--- src/rtl/uart_bus_pkg.sv ---
// uart_bus_pkg: register map, STATUS/CTRL bit indices and TX FSM encoding for uart_bus_ctrl
package uart_bus_pkg;
  localparam logic [1:0] ADDR_DATA = 2'd0;
  localparam logic [1:0] ADDR_STATUS = 2'd1;
  localparam logic [1:0] ADDR_CTRL = 2'd2;
  localparam int ST_RX_NEMPTY = 0;
  localparam int ST_TX_FULL = 1;
  localparam int ST_TX_IDLE = 2;
  localparam int ST_RX_OVR = 3;
  localparam int ST_TX_OVF = 4;
  localparam int CTRL_RX_IRQ_EN = 0;
  localparam int CTRL_TX_IRQ_EN = 1;
  typedef enum logic [1:0] {TX_IDLE, TX_START, TX_WAIT_BUSY, TX_WAIT_DONE} tx_state_e;
endpackage

--- src/rtl/uart_sync_fifo.sv ---
// uart_sync_fifo: show-ahead FIFO (clk, rst async active-low, push/din, pop/dout, full/empty); a pop lets a push into a full FIFO
module uart_sync_fifo #(
  parameter int W = 8,
  parameter int DEPTH = 16,
  parameter int AW = 4
) (
  input  logic         clk,
  input  logic         rst,
  input  logic         push,
  input  logic [W-1:0] din,
  input  logic         pop,
  output logic [W-1:0] dout,
  output logic         full,
  output logic         empty
);
  logic [W-1:0] mem [DEPTH];
  logic [AW:0] wp_q, rp_q;
  logic do_pop, do_push;
  assign empty = wp_q == rp_q;
  assign full = (wp_q[AW] != rp_q[AW]) && (wp_q[AW-1:0] == rp_q[AW-1:0]);
  assign do_pop = pop & ~empty;
  assign do_push = push & (~full | do_pop);
  assign dout = mem[rp_q[AW-1:0]];
  always_ff @(posedge clk or negedge rst) begin
    if (!rst) begin
      wp_q <= '0;
      rp_q <= '0;
    end else begin
      wp_q <= do_push ? wp_q + 1'b1 : wp_q;
      rp_q <= do_pop ? rp_q + 1'b1 : rp_q;
    end
  end
  always_ff @(posedge clk) begin
    if (do_push) mem[wp_q[AW-1:0]] <= din;
  end
endmodule

--- src/rtl/uart_bus_ctrl.sv ---
// uart_bus_ctrl: bus-mapped UART front end (bus_* CPU port, uart_* core port, irq) with TX/RX FIFOs and start-strobe FSM
module uart_bus_ctrl
  import uart_bus_pkg::*;
#(
  parameter int FIFO_DEPTH = 16,
  parameter int FIFO_AW = 4,
  parameter int TX_BUSY_TO = 4
) (
  input  logic       clk,
  input  logic       rst,
  input  logic       bus_cs,
  input  logic       bus_we,
  input  logic [1:0] bus_addr,
  input  logic [7:0] bus_wdata,
  output logic [7:0] bus_rdata,
  output logic       bus_ack,
  output logic       irq,
  output logic [7:0] uart_data_out,
  output logic       uart_tx_start_n,
  input  logic       uart_tx_busy,
  input  logic [7:0] uart_rx_data,
  input  logic       uart_rx_ready
);
  localparam int CW = $clog2(TX_BUSY_TO + 1);
  tx_state_e state_q, state_d;
  logic [CW-1:0] cnt_q, cnt_d;
  logic [7:0] rdata_q, rdata_d, data_out_q, status, tx_dout, rx_dout;
  logic [1:0] ctrl_q;
  logic ack_q, irq_q, tx_ovf_q, rx_ovr_q, rx_rdy_q;
  logic rd, wr, tx_push, tx_pop, rx_push, rx_pop, stat_clr, tx_idle;
  logic tx_full, tx_empty, rx_full, rx_empty;
  assign rd = bus_cs & ~bus_we;
  assign wr = bus_cs & bus_we;
  assign tx_push = wr & (bus_addr == ADDR_DATA);
  assign rx_pop = rd & (bus_addr == ADDR_DATA);
  assign stat_clr = rd & (bus_addr == ADDR_STATUS);
  assign rx_push = uart_rx_ready & ~rx_rdy_q;
  assign tx_idle = tx_empty & (state_q == TX_IDLE) & ~uart_tx_busy;
  uart_sync_fifo #(.W(8), .DEPTH(FIFO_DEPTH), .AW(FIFO_AW)) u_tx_fifo (
    .clk(clk), .rst(rst), .push(tx_push), .din(bus_wdata), .pop(tx_pop),
    .dout(tx_dout), .full(tx_full), .empty(tx_empty)
  );
  uart_sync_fifo #(.W(8), .DEPTH(FIFO_DEPTH), .AW(FIFO_AW)) u_rx_fifo (
    .clk(clk), .rst(rst), .push(rx_push), .din(uart_rx_data), .pop(rx_pop),
    .dout(rx_dout), .full(rx_full), .empty(rx_empty)
  );
  always_comb begin
    state_d = state_q;
    tx_pop = 1'b0;
    cnt_d = '0;
    case (state_q)
      TX_IDLE: if (!tx_empty && !uart_tx_busy) begin
        state_d = TX_START;
        tx_pop = 1'b1;
      end
      TX_START: state_d = TX_WAIT_BUSY;
      TX_WAIT_BUSY: begin
        cnt_d = cnt_q + 1'b1;
        if (uart_tx_busy || cnt_q == CW'(TX_BUSY_TO - 1)) state_d = TX_WAIT_DONE;
      end
      default: if (!uart_tx_busy) state_d = TX_IDLE;
    endcase
  end
  always_comb begin
    status = '0;
    status[ST_RX_NEMPTY] = ~rx_empty;
    status[ST_TX_FULL] = tx_full;
    status[ST_TX_IDLE] = tx_idle;
    status[ST_RX_OVR] = rx_ovr_q;
    status[ST_TX_OVF] = tx_ovf_q;
    rdata_d = !rd ? 8'h00 :
              bus_addr == ADDR_DATA ? (rx_empty ? 8'h00 : rx_dout) :
              bus_addr == ADDR_STATUS ? status :
              bus_addr == ADDR_CTRL ? {6'b0, ctrl_q} : 8'h00;
  end
  always_ff @(posedge clk or negedge rst) begin
    if (!rst) begin
      state_q <= TX_IDLE;
      cnt_q <= '0;
      rdata_q <= '0;
      ack_q <= 1'b0;
      irq_q <= 1'b0;
      ctrl_q <= '0;
      tx_ovf_q <= 1'b0;
      rx_ovr_q <= 1'b0;
      rx_rdy_q <= 1'b0;
      data_out_q <= '0;
    end else begin
      state_q <= state_d;
      cnt_q <= cnt_d;
      rdata_q <= rdata_d;
      ack_q <= bus_cs;
      irq_q <= (ctrl_q[CTRL_RX_IRQ_EN] & ~rx_empty) | (ctrl_q[CTRL_TX_IRQ_EN] & tx_idle);
      ctrl_q <= (wr && bus_addr == ADDR_CTRL) ? bus_wdata[1:0] : ctrl_q;
      tx_ovf_q <= (tx_push & tx_full & ~tx_pop) | (tx_ovf_q & ~stat_clr);
      rx_ovr_q <= (rx_push & rx_full & ~rx_pop) | (rx_ovr_q & ~stat_clr);
      rx_rdy_q <= uart_rx_ready;
      data_out_q <= tx_pop ? tx_dout : data_out_q;
    end
  end
  assign bus_rdata = rdata_q;
  assign bus_ack = ack_q;
  assign irq = irq_q;
  assign uart_data_out = data_out_q;
  assign uart_tx_start_n = state_q != TX_START;
endmodule

--- config.mk ---
export PLATFORM = sky130hd
export DESIGN_NAME = uart_bus_ctrl
export DESIGN_NICKNAME = d
export VERILOG_FILES = /design/src/rtl/uart_bus_pkg.sv /design/src/rtl/uart_sync_fifo.sv /design/src/rtl/uart_bus_ctrl.sv
export SDC_FILE = /design/constraint.sdc
export NUM_CORES = 1
export LEC_CHECK = 0
export BUFFER_PORTS_ARGS = -buffer_cell sky130_fd_sc_hd__buf_2
export CORE_MARGIN = 2
export CORE_UTILIZATION = 56
export CTS_CLUSTER_SIZE = 16
export DETAILED_ROUTE_END_ITERATION = 16
export GPL_TIMING_DRIVEN = 0
export HOLD_SLACK_MARGIN = 0.12
export PLACE_DENSITY = 0.76
export SETUP_SLACK_MARGIN = 0.2
export SYNTH_ARGS = -nofsm -noshare
export SYNTH_HDL_FRONTEND = slang
export SYNTH_HIERARCHICAL = 1
export SYNTH_SLANG_ARGS = --single-unit
--- constraint.sdc ---
create_clock -name clk -period 2.8 [get_ports clk]
set_input_delay 0.28 -clock clk [delete_from_list [all_inputs] [get_ports clk]]
set_output_delay 0.28 -clock clk [all_outputs]
set_load 0.01 [all_outputs]
==> out/qor.csv, run 1 <==
metric,value,unit
status,"finished, final reports clean",
crit_family,simple AND/OR/NAND/NOR gates,
tightest_slew,1.163,ns
via_per_inst,6.126,
post-route-period-util,91.32,%
setup.worst_path.class,reg -> reg,
drt_pass1_iterations,4,
io_pins,43,
pwr-share-seq,40.3,%
hp-class,in -> reg,
clkSlewWorstSetupHoldPaths,0.06,ns
crit_slowest_cell,dfrtp_1,
io_buffer_count,41,
final_cell_mix,"256 x edfxtp_1, 64 x mux4_2, 48 x dfrtp_1",
rsz0062_at_grt,no,
end_kind,register,
cp_data_arrival_time,2.85,ns
grt_pass1_vias,6609,
grt_most_used_layer,met2,
crit_chain,buf_4 > xnor2_4 > nand4_4 > or2_4 > inv_4 > nor3b_1 > buf_4 > o31a_4 > buf_6 > and3_4,
syn2layout_area_growth,16.12,%
cts_tree,yes,
gp_congestion,0.8362,
clkPwrFrac,30.8,%
final_common_cell,edfxtp_1,
drc,0,
root_buffer,clkbuf_16,
switchingPower,4.018,mW
worst-r2r-setup-slack,0.24,ns
whs_path_depth,1,
finalMaxSlewViolations,0,
clk_path_buf_depth,3,
synthSimpleGateAreaFrac,5.356,%
async_flop_share,15.79,%
start_util,56.77,%
holdWs,0.1256,ns
synthMuxAreaShare,12.80,%
synthFlopType,edfxtp_1,
antenna_found_initial,0,
netlist_top_cells_area,"edfxtp_1 62%, mux4_2 12%, dfrtp_1 9.8%, a22oi_1 2.0%, ha_1 1.5%",
ys_seq_elements,304,
total_power,13.68,mW
seq_area_frac_synth,72.20,%
antennaDiodeCount,0,
peakVddDrop,0.0005489,V
fp.dieH,152.3,um
worst-endpoint-required,3.09,ns
cts_buffers,30,
crit_fanout,10,
p_int,9.662,mW
post-route-util,65.92,%
grt_max_degree,49,
maxCapViolations,0,
finalHoldViolations,0,
core_area,21690,um^2
r2r-start,u_tx_fifo/rp_q[1],
finalWorstPathRequiredPeriod,2.557,ns
synth_xor_area_share,2.093,%
clock_sinks,304,
syn_area,12310,um^2
clock_latency,0.55,ns
synth_fa_ha_area_share,1.524,%
synth-compound-area-share,3.760,%
cp.buffers_inverters,4,
yosysWarnings,6,
die_area,23190,um^2
power_leakage,5.020,nW
drive_gt1_share,30.68,%
p_comb_share,28.8,%
cp-start-kind,register,
fin_nets,768,
swShare,29.37,%
use_met3,3.555,%
drt_iter0_drc,494,
routed_wirelength,24680,um
syn_avg_cell_area,19.42,um^2
num_vias,6328,
die_w,152.3,um
grt_overflow,0,
syn_nets,673,
grt_util_met1,31.57,%
hp-start,uart_rx_data[4],
std_cell_rows,54,
wl_per_cell,23.89,um
finClkSkew,0.009123,ns
timing.rr.end,u_tx_fifo/mem[2][7],
synthDistinctLibCells,48,
cpMostUsedCell,buf_4,
powerDensity,956.9,nW/um^2
synth_cells,634,
setup_viol,0,
slew_headroom,22.50,%
drtAntennaViolNets,0,
cts.htree.levels,1,
synth_edf_count,256,
rr_worst_depth,10,
hpwl,15260,um
met2_usage,34.21,%
grt_usage,21.58,%
synth_top_area_cell,edfxtp_1,
max_freq,0.3911,GHz
holdPathEnd,u_rx_fifo/mem[5][4],
grt_pass1_wl,38380,um
cp_slowest_stage_delay,0.39,ns
synth_top_area_share,62.44,%
synth_top_family_by_area,multiplexers,
==> synthesized netlist by cell type, types with 10 or more instances <==
cell and instances:
dfrtp_1 48, a22oi_1 32, inv_1 16, nor2_1 13, ha_1 15, nor2b_1 11, and3_1 26, nand2_1 23
mux4_2 64, mux2_2 10, edfxtp_1 256, xnor2_1 20, buf_6 11
==> logic make-up after synthesis <==
family,after synthesis
simple gates,111
buf+inv,47
fa+ha+maj,15
mux,76
xor+xnor,26
flops,304
compound gates,55
==> per-layer routing <==
layer / vias up / share of wire [%]
li1: 2730 / -
met1: 3311 / 43
met2: 235 / 48
met3: 52 / 6.3
met4: 0 / 2.5
met5: - / 0
==> power groups by stage <==
stage	Clock (mW)	Combinational, mW	Sequential [mW]
2_1_floorplan	0	2.70	5.57
3_3_place_gp	0	3.60	5.56
3_5_place_dp	0	3.70	5.59
4_1_cts	4.28	3.89	5.51
5_1_grt	4.45	4.23	5.56
6_report	4.22	3.95	5.52
==> cell type report <==
class / count / area (um^2)
sequential: 304 / 8889
fill: 1348 / 7392
multi-input combinational: 283 / 3282
clock buffer: 33 / 783.3
timing repair buffer: 63 / 432.9
tap: 280 / 350.3
clock inverter: 23 / 277.8
buffer: 31 / 219.0
inverter: 16 / 62.56
==> stage by stage <==
step	setup slack (ns)	instance area [um^2]	setup TNS, ns	cells
3_5_place_dp	-0.7163	12880	-17.94	955
4_1_cts	0.2359	14270	0	1032
5_1_grt	0.2009	14300	0	1033
6_report	0.2431	14300	0	1033
2_1_floorplan	0.2089	12320	0	634
3_3_place_gp	-0.5307	12870	-15.19	955
==> timing repair <==
item,in CTS,in global routing
gates cloned,0,0
pin swaps,3,1
hold buffers,15,0
gates resized for setup,32,2
buffers inserted,6,1
endpoints found under the setup margin,137,88
hold endpoints to repair,190,0
==> flip-flops by register name, indices dropped and copies added, names as in the netlist, 2 cells and up <==
name            cells
bus_rdata           8
cnt_q               3
ctrl_q              2
state_q             2
u_rx_fifo/mem     128
u_rx_fifo/rp_q      5
u_rx_fifo/wp_q      5
u_tx_fifo/mem     128
u_tx_fifo/rp_q      5
u_tx_fifo/wp_q      5
uart_data_out       8
==> how the worst max path moves through the flow <==
stage	from	endpoint	slack, ns	cells after the start
6_report	u_tx_fifo/rp_q[1]	u_tx_fifo/mem[2][7]	0.24	10
5_1_grt	u_tx_fifo/rp_q[1]	u_tx_fifo/mem[12][0]	0.20	10
4_1_cts	u_tx_fifo/rp_q[1]	u_tx_fifo/mem[12][0]	0.24	10
3_5_place_dp	u_tx_fifo/rp_q[1]	u_tx_fifo/mem[3][3]	-0.72	9
3_3_place_gp	u_tx_fifo/rp_q[1]	u_tx_fifo/mem[3][7]	-0.53	9
2_1_floorplan	u_tx_fifo/rp_q[1]	u_tx_fifo/mem[3][0]	0.21	9
No activity file was read; power rests on OpenSTA's default activity.
==> run 2: changes to the inputs <==
clock period = 2.2 ns   (was 2.8 ns; I/O delays follow)
==> run 2 against run 1 <==
Count of clock-buffer cells in the layout grew 2; total power grew 39%; the run now ends with setup timing left; worst setup slack got worse by 0.37 ns; flip-flop and latch count did not move; non-clock buffer count increased by 57; combinational power is 76% higher; wire length up 14%; sequential share of layout area fell by 4.1 points; maximum frequency grew 10%; first-iteration DRC count up 49%; critical path depth fell by 1; via count increased by 8.2%.
==> out/qor.csv, run 2 (same netlist as run 1, synthesis figures left out) <==
metric,value,unit,change
status,finished with violations,,"was finished, final reports clean"
violations,setup timing,,
grt_usage,23.19,%,was 21.58%
finalWorstPathRequiredPeriod,2.323,ns,was 2.557 ns
post-route-period-util,105.6,%,was 91.32%
drive_gt1_share,41.02,%,was 30.68%
timing.rr.end,u_tx_fifo/mem[1][2],,was u_tx_fifo/mem[2][7]
setup_viol,84,,was 0
slew_headroom,21.96,%,was 22.50%
routed_wirelength,28200,um,was 24680 um
worst-endpoint-required,2.47,ns,was 3.09 ns
clkSlewWorstSetupHoldPaths,0.06,ns,about the same
grt_max_degree,49,,unchanged
antenna_found_initial,0,,unchanged
grt_pass1_wl,41000,um,was 38380 um
start_util,56.77,%,unchanged
finClkSkew,0.02661,ns,was 0.009123 ns
finalHoldViolations,0,,unchanged
clock_sinks,304,,unchanged
finalMaxSlewViolations,0,,unchanged
peakVddDrop,0.0005751,V,was 0.0005489 V
worst-r2r-setup-slack,-0.12,ns,was 0.24 ns
std_cell_rows,54,,unchanged
io_buffer_count,41,,unchanged
drc,0,,unchanged
die_w,152.3,um,unchanged
cp_data_arrival_time,2.60,ns,was 2.85 ns
top_layer,met4,,unchanged
wl_per_cell,25.94,um,was 23.89 um
final_common_cell,edfxtp_1,,unchanged
dr_wl_met3,2447,um,was 1563 um
via_per_inst,6.302,,was 6.126
gp_congestion,0.7947,,was 0.8362
startpoint,u_tx_fifo/rp_q[4],,was u_tx_fifo/rp_q[1]
cts.htree.levels,1,,unchanged
hpwl,15810,um,was 15260 um
drtAntennaViolNets,0,,unchanged
drt-met1-wl,11110,um,was 10550 um
crit_fanout,8,,was 10
setup_slack,-0.1226,ns,was 0.2431 ns
rr_worst_depth,9,,was 10
place_ws,-0.4773,ns,was -0.7163 ns
drt_iter0_drc,737,,was 494
root_buffer,clkbuf_16,,unchanged
cp-start-kind,register,,unchanged
whs_path_depth,4,,was 1
holdWs,0.1417,ns,was 0.1256 ns
drt_pass1_iterations,5,,was 4
hp-start,uart_tx_busy,,was uart_rx_data[4]
io_pins,43,,unchanged
dp_cells,955,,unchanged
end_kind,register,,unchanged
cts_tree,yes,,unchanged
maxCapViolations,0,,unchanged
hp-class,in -> reg,,unchanged
num_vias,6850,,was 6328
power_leakage,5.408,nW,was 5.020 nW
rsz0062_at_grt,yes,,was no
clk_path_buf_depth,3,,unchanged
holdPathEnd,state_q[0],,was u_rx_fifo/mem[5][4]
die_area,23190,um^2,unchanged
grt_overflow,0,,unchanged
fp.dieH,152.3,um,unchanged
fin_nets,826,,was 768
post-route-util,70.68,%,was 65.92%
antennaDiodeCount,0,,unchanged
finalNonFillerCells,1087,,was 1033
met2_length,13960,um,was 11940 um
r2r-start,u_tx_fifo/rp_q[4],,was u_tx_fifo/rp_q[1]
tightest_slew,1.171,ns,was 1.163 ns
clock_latency,0.55,ns,about the same
syn2layout_area_growth,24.50,%,was 16.12%
grt_pass1_vias,6979,,was 6609
core_area,21690,um^2,unchanged
setup.worst_path.class,reg -> reg,,unchanged
final_cell_mix,"256 x edfxtp_1, 64 x mux4_2, 44 x buf_2",,"was 256 x edfxtp_1, 64 x mux4_2, 48 x dfrtp_1"
powerDensity,1241,nW/um^2,was 956.9 nW/um^2
max_freq,0.4305,GHz,was 0.3911 GHz
total_power,19.02,mW,was 13.68 mW
cts_buffers,29,,was 30
[run 2: cell count changes in the layout (fill, tap and decap cells not counted), sizes merged]
cell / previous run / this run
dlygate4sd3: 15 / 25
buf: 71 / 119
clkinvlp: 4 / 3
clkinv: 13 / 9
bufinv: 6 / 4
nor2: 13 / 15
clkbuf: 41 / 42
[run 2: final cells by class]
cell class	instances	area [um^2]
Clock buffer	35	748.2
Buffer	31	330.3
Inverter	16	65.06
Multi-Input combinational cell	285	3701
Timing Repair Buffer	120	1056
Sequential cell	304	8895
Fill cell	1214	6360
Tap cell	280	350.3
Clock inverter	16	182.7
[run 2: power breakdown]
group | internal [mW] | switching [mW] | leakage (nW) | total (mW)
combinational | 3.57 | 3.39 | 2.06 | 6.96
sequential | 6.72 | 0.407 | 2.91 | 7.12
clock | 2.88 | 2.06 | 0.447 | 4.93
total | 13.2 | 5.86 | 5.41 | 19.0
[run 2: repair_timing]
item                                    4_1_cts  5_1_grt
endpoints found under the setup margin      272      280
cloned                                        2        2
hold buffers                                 25        0
endpoints found under the hold margin       315        0
resized for setup                            98       45
pin swaps                                    22       29
buffers inserted                             25       27
[run 2: worst max path at each step]
stage | end | slack (ns)
2_1_floorplan | u_tx_fifo/mem[1][0] | -0.06
3_3_place_gp | u_tx_fifo/wp_q[4] | -0.41
3_5_place_dp | u_tx_fifo/mem[11][5] | -0.48
4_1_cts | u_tx_fifo/mem[6][3] | -0.07
5_1_grt | u_tx_fifo/mem[1][3] | -0.16
6_report | u_tx_fifo/mem[1][2] | -0.12
[run 2: worst max-delay path: stages (launching register included)]
cell	delay, ns
dfrtp_1	0.45
xnor2_4	0.31
inv_1	0.08
or2_4	0.28
inv_4	0.06
nor3b_2	0.04
buf_6	0.13
o31a_4	0.33
buf_8	0.15
and3_4	0.23
[run 2: per-layer routing]
layer / vias to the layer above / track usage (%)
met2: 331 / 37.86
met1: 3605 / 32.96
met4: 0 / 6.053
li1: 2852 / -
met5: - / 0
met3: 62 / 4.295
[run 2: per-stage QoR]
stage / cell area (um^2) / setup TNS (ns)
after floorplan: 12430 / -4.609
final: 15330 / -7.426
after global routing: 15330 / -12.75
after detailed placement: 12990 / -55.78
after global placement: 12990 / -41.85
after CTS: 14870 / -4.235
==> run 3: changes to the inputs <==
CORE_UTILIZATION = 60   (was 56)
MAX_ROUTING_LAYER = met4   (was unset)
PLACE_DENSITY = 0.84   (was 0.76)
clock period = 2.8 ns   (was 2.2 ns; I/O delays follow)
==> run 3 against run 2 <==
The flow now finishes without violations; worst setup slack better by 0.26 ns; final cell count down 5.9%; via count down 3.3%; register-to-register slack better by 0.26 ns; critical endpoint is now u_tx_fifo/mem[9][1]; critical path depth down 1; critical path type unchanged; count of clock-buffer cells in the layout up 1.
==> out/qor.csv, run 3 (same netlist as run 1, synthesis figures left out) <==
metric,value,unit,change
status,"finished, final reports clean",,was finished with violations
cts_buffers,30,,was 29
tns,0,ns,was -7.426 ns
cp-start-kind,register,,unchanged
wl_per_cell,26.28,um,was 25.94 um
crit_family,simple AND/OR/NAND/NOR gates,,unchanged
syn2layout_area_growth,15.79,%,was 24.50%
drt_pass1_iterations,5,,unchanged
powerDensity,962.9,nW/um^2,was 1241 nW/um^2
core_area,20170,um^2,was 21690 um^2
holdWs,0.1325,ns,was 0.1417 ns
clock_sinks,304,,unchanged
crit_slowest_cell,dfrtp_1,,unchanged
die_w,147.2,um,was 152.3 um
drive_gt1_share,30.01,%,was 41.02%
cp_data_arrival_time,2.90,ns,was 2.60 ns
cts_tree,yes,,unchanged
drt_iter0_drc,915,,was 737
clk_path_buf_depth,3,,unchanged
drtAntennaViolNets,0,,unchanged
grt_usage,25.60,%,was 23.19%
cp_slowest_stage_delay,0.50,ns,was 0.45 ns
peakVddDrop,0.0007099,V,was 0.0005751 V
grt_max_degree,49,,unchanged
max_freq,0.3757,GHz,was 0.4305 GHz
finalInstanceArea,14260,um^2,was 15330 um^2
worst-r2r-setup-slack,0.14,ns,was -0.12 ns
end_kind,register,,unchanged
setup.worst_path.class,reg -> reg,,unchanged
worst-endpoint-required,3.04,ns,was 2.47 ns
post-route-period-util,95.06,%,was 105.6%
drc,0,,unchanged
clock_latency,0.56,ns,was 0.55 ns
grt_pass1_wl,40450,um,was 41000 um
routed_wirelength,26880,um,was 28200 um
finalWorstPathRequiredPeriod,2.662,ns,was 2.323 ns
nFillCells,1149,,was 1214
gp_congestion,0.8119,,was 0.7947
maxCapViolations,0,,unchanged
setup_viol,0,,was 84
num_vias,6625,,was 6850
total_power,13.73,mW,was 19.02 mW
die_area,21680,um^2,was 23190 um^2
tightest_slew,1.197,ns,was 1.171 ns
finalMaxSlewViolations,0,,unchanged
antenna_found_initial,0,,unchanged
detailed_place.area,12870,um^2,was 12990 um^2
fp.dieH,147.2,um,was 152.3 um
std_cell_rows,52,,was 54
cts.htree.levels,1,,unchanged
hp-class,in -> reg,,unchanged
finalHoldViolations,0,,unchanged
fin_nets,768,,was 826
crit_fanout,8,,unchanged
antennaDiodeCount,0,,unchanged
slew_headroom,20.17,%,was 21.96%
cp.buffers_inverters,2,,was 4
grt_overflow,0,,unchanged
via_per_inst,6.476,,was 6.302
root_buffer,clkbuf_16,,unchanged
start_util,61.04,%,was 56.77%
rsz0062_at_grt,no,,was yes
final_common_cell,edfxtp_1,,unchanged
power_leakage,5.016,nW,was 5.408 nW
io_pins,43,,unchanged
hpwl,15490,um,was 15810 um
grt_pass1_vias,6952,,was 6979
clkSlewWorstSetupHoldPaths,0.07,ns,was 0.06 ns
crit_chain,xnor2_2 > nand4_4 > or2_4 > inv_2 > nor3b_1 > buf_4 > o31a_4 > and3_1,,was xnor2_4 > inv_1 > or2_4 > inv_4 > nor3b_2 > buf_6 > o31a_4 > buf_8 > and3_4
io_buffer_count,41,,unchanged
final_cell_mix,"256 x edfxtp_1, 64 x mux4_2, 48 x dfrtp_1",,"was 256 x edfxtp_1, 64 x mux4_2, 44 x buf_2"
finClkSkew,0.01773,ns,was 0.02661 ns
## run 3: cell types whose count changed in the layout (fill, tap and decap cells not counted), moves of 8 or more
cell / change
and3_1: +13
a22oi_1: +21
a22oi_2: -21
buf_12: -13
buf_4: -24
dlygate4sd3_1: -10
and3_4: -12
mux2_4: -8
## run 3: cell type report
class                   count  area [um^2]  share of cell area (%)
clock inverters            20        216.5                   1.518
multi-input cells         283         3296                   23.12
plain buffers              31        221.5                   1.553
clock buffers              36        803.3                   5.635
well taps                 270        337.8                   2.370
repair buffers             63        432.9                   3.037
flip-flops and latches    304         8889                   62.35
inverters                  16        60.06                  0.4213
## run 3: path summary, 6_finish.rpt
kind | startpoint | endpoint | depth (start not counted)
min reg2reg | cnt_q[0] | cnt_q[0] | 1
max in group asynchronous | rst | u_tx_fifo/wp_q[4] | 2
max | u_tx_fifo/rp_q[3] | u_tx_fifo/mem[9][1] | 8
min | bus_wdata[4] | u_tx_fifo/mem[5][4] | 1
min in group asynchronous | rst | u_tx_fifo/wp_q[0] | 2
max reg2reg | u_tx_fifo/rp_q[3] | u_tx_fifo/mem[9][1] | 8
## run 3: repair_timing
| action | CTS | global route |
|---|---|---|
| hold endpoints to repair | 182 | 0 |
| pin swaps | 2 | 2 |
| buffers inserted | 5 | 1 |
| hold buffers | 15 | 0 |
| gates resized for setup | 21 | 14 |
| endpoints found under the setup margin | 137 | 130 |
## run 3: where the power goes
group / switching (mW) / internal, mW
combinational: 2.25 / 1.85
sequential: 0.277 / 5.27
clock: 1.66 / 2.42
total: 4.19 / 9.54
## run 3: metrics by stage
| stage | instances | worst slack [ns] | util (%) |
|---|---|---|---|
| floorplan | 634 | 0.2089 | - |
| global placement | 945 | -0.4596 | 63.76 |
| detailed placement | 946 | -0.5917 | 63.80 |
| CTS | 1022 | 0.1496 | 70.36 |
| global route | 1023 | 0.1386 | 70.68 |
| finish | 1023 | 0.1382 | 70.68 |
## run 3: per-layer routing
metal	global-route usage, %	part of all wire (%)	wire length [um]
met3	3.882	9.0	2414
met5	-	0	0
met4	7.788	1.7	451
met2	40.98	51	13610
met1	34.88	39	10400
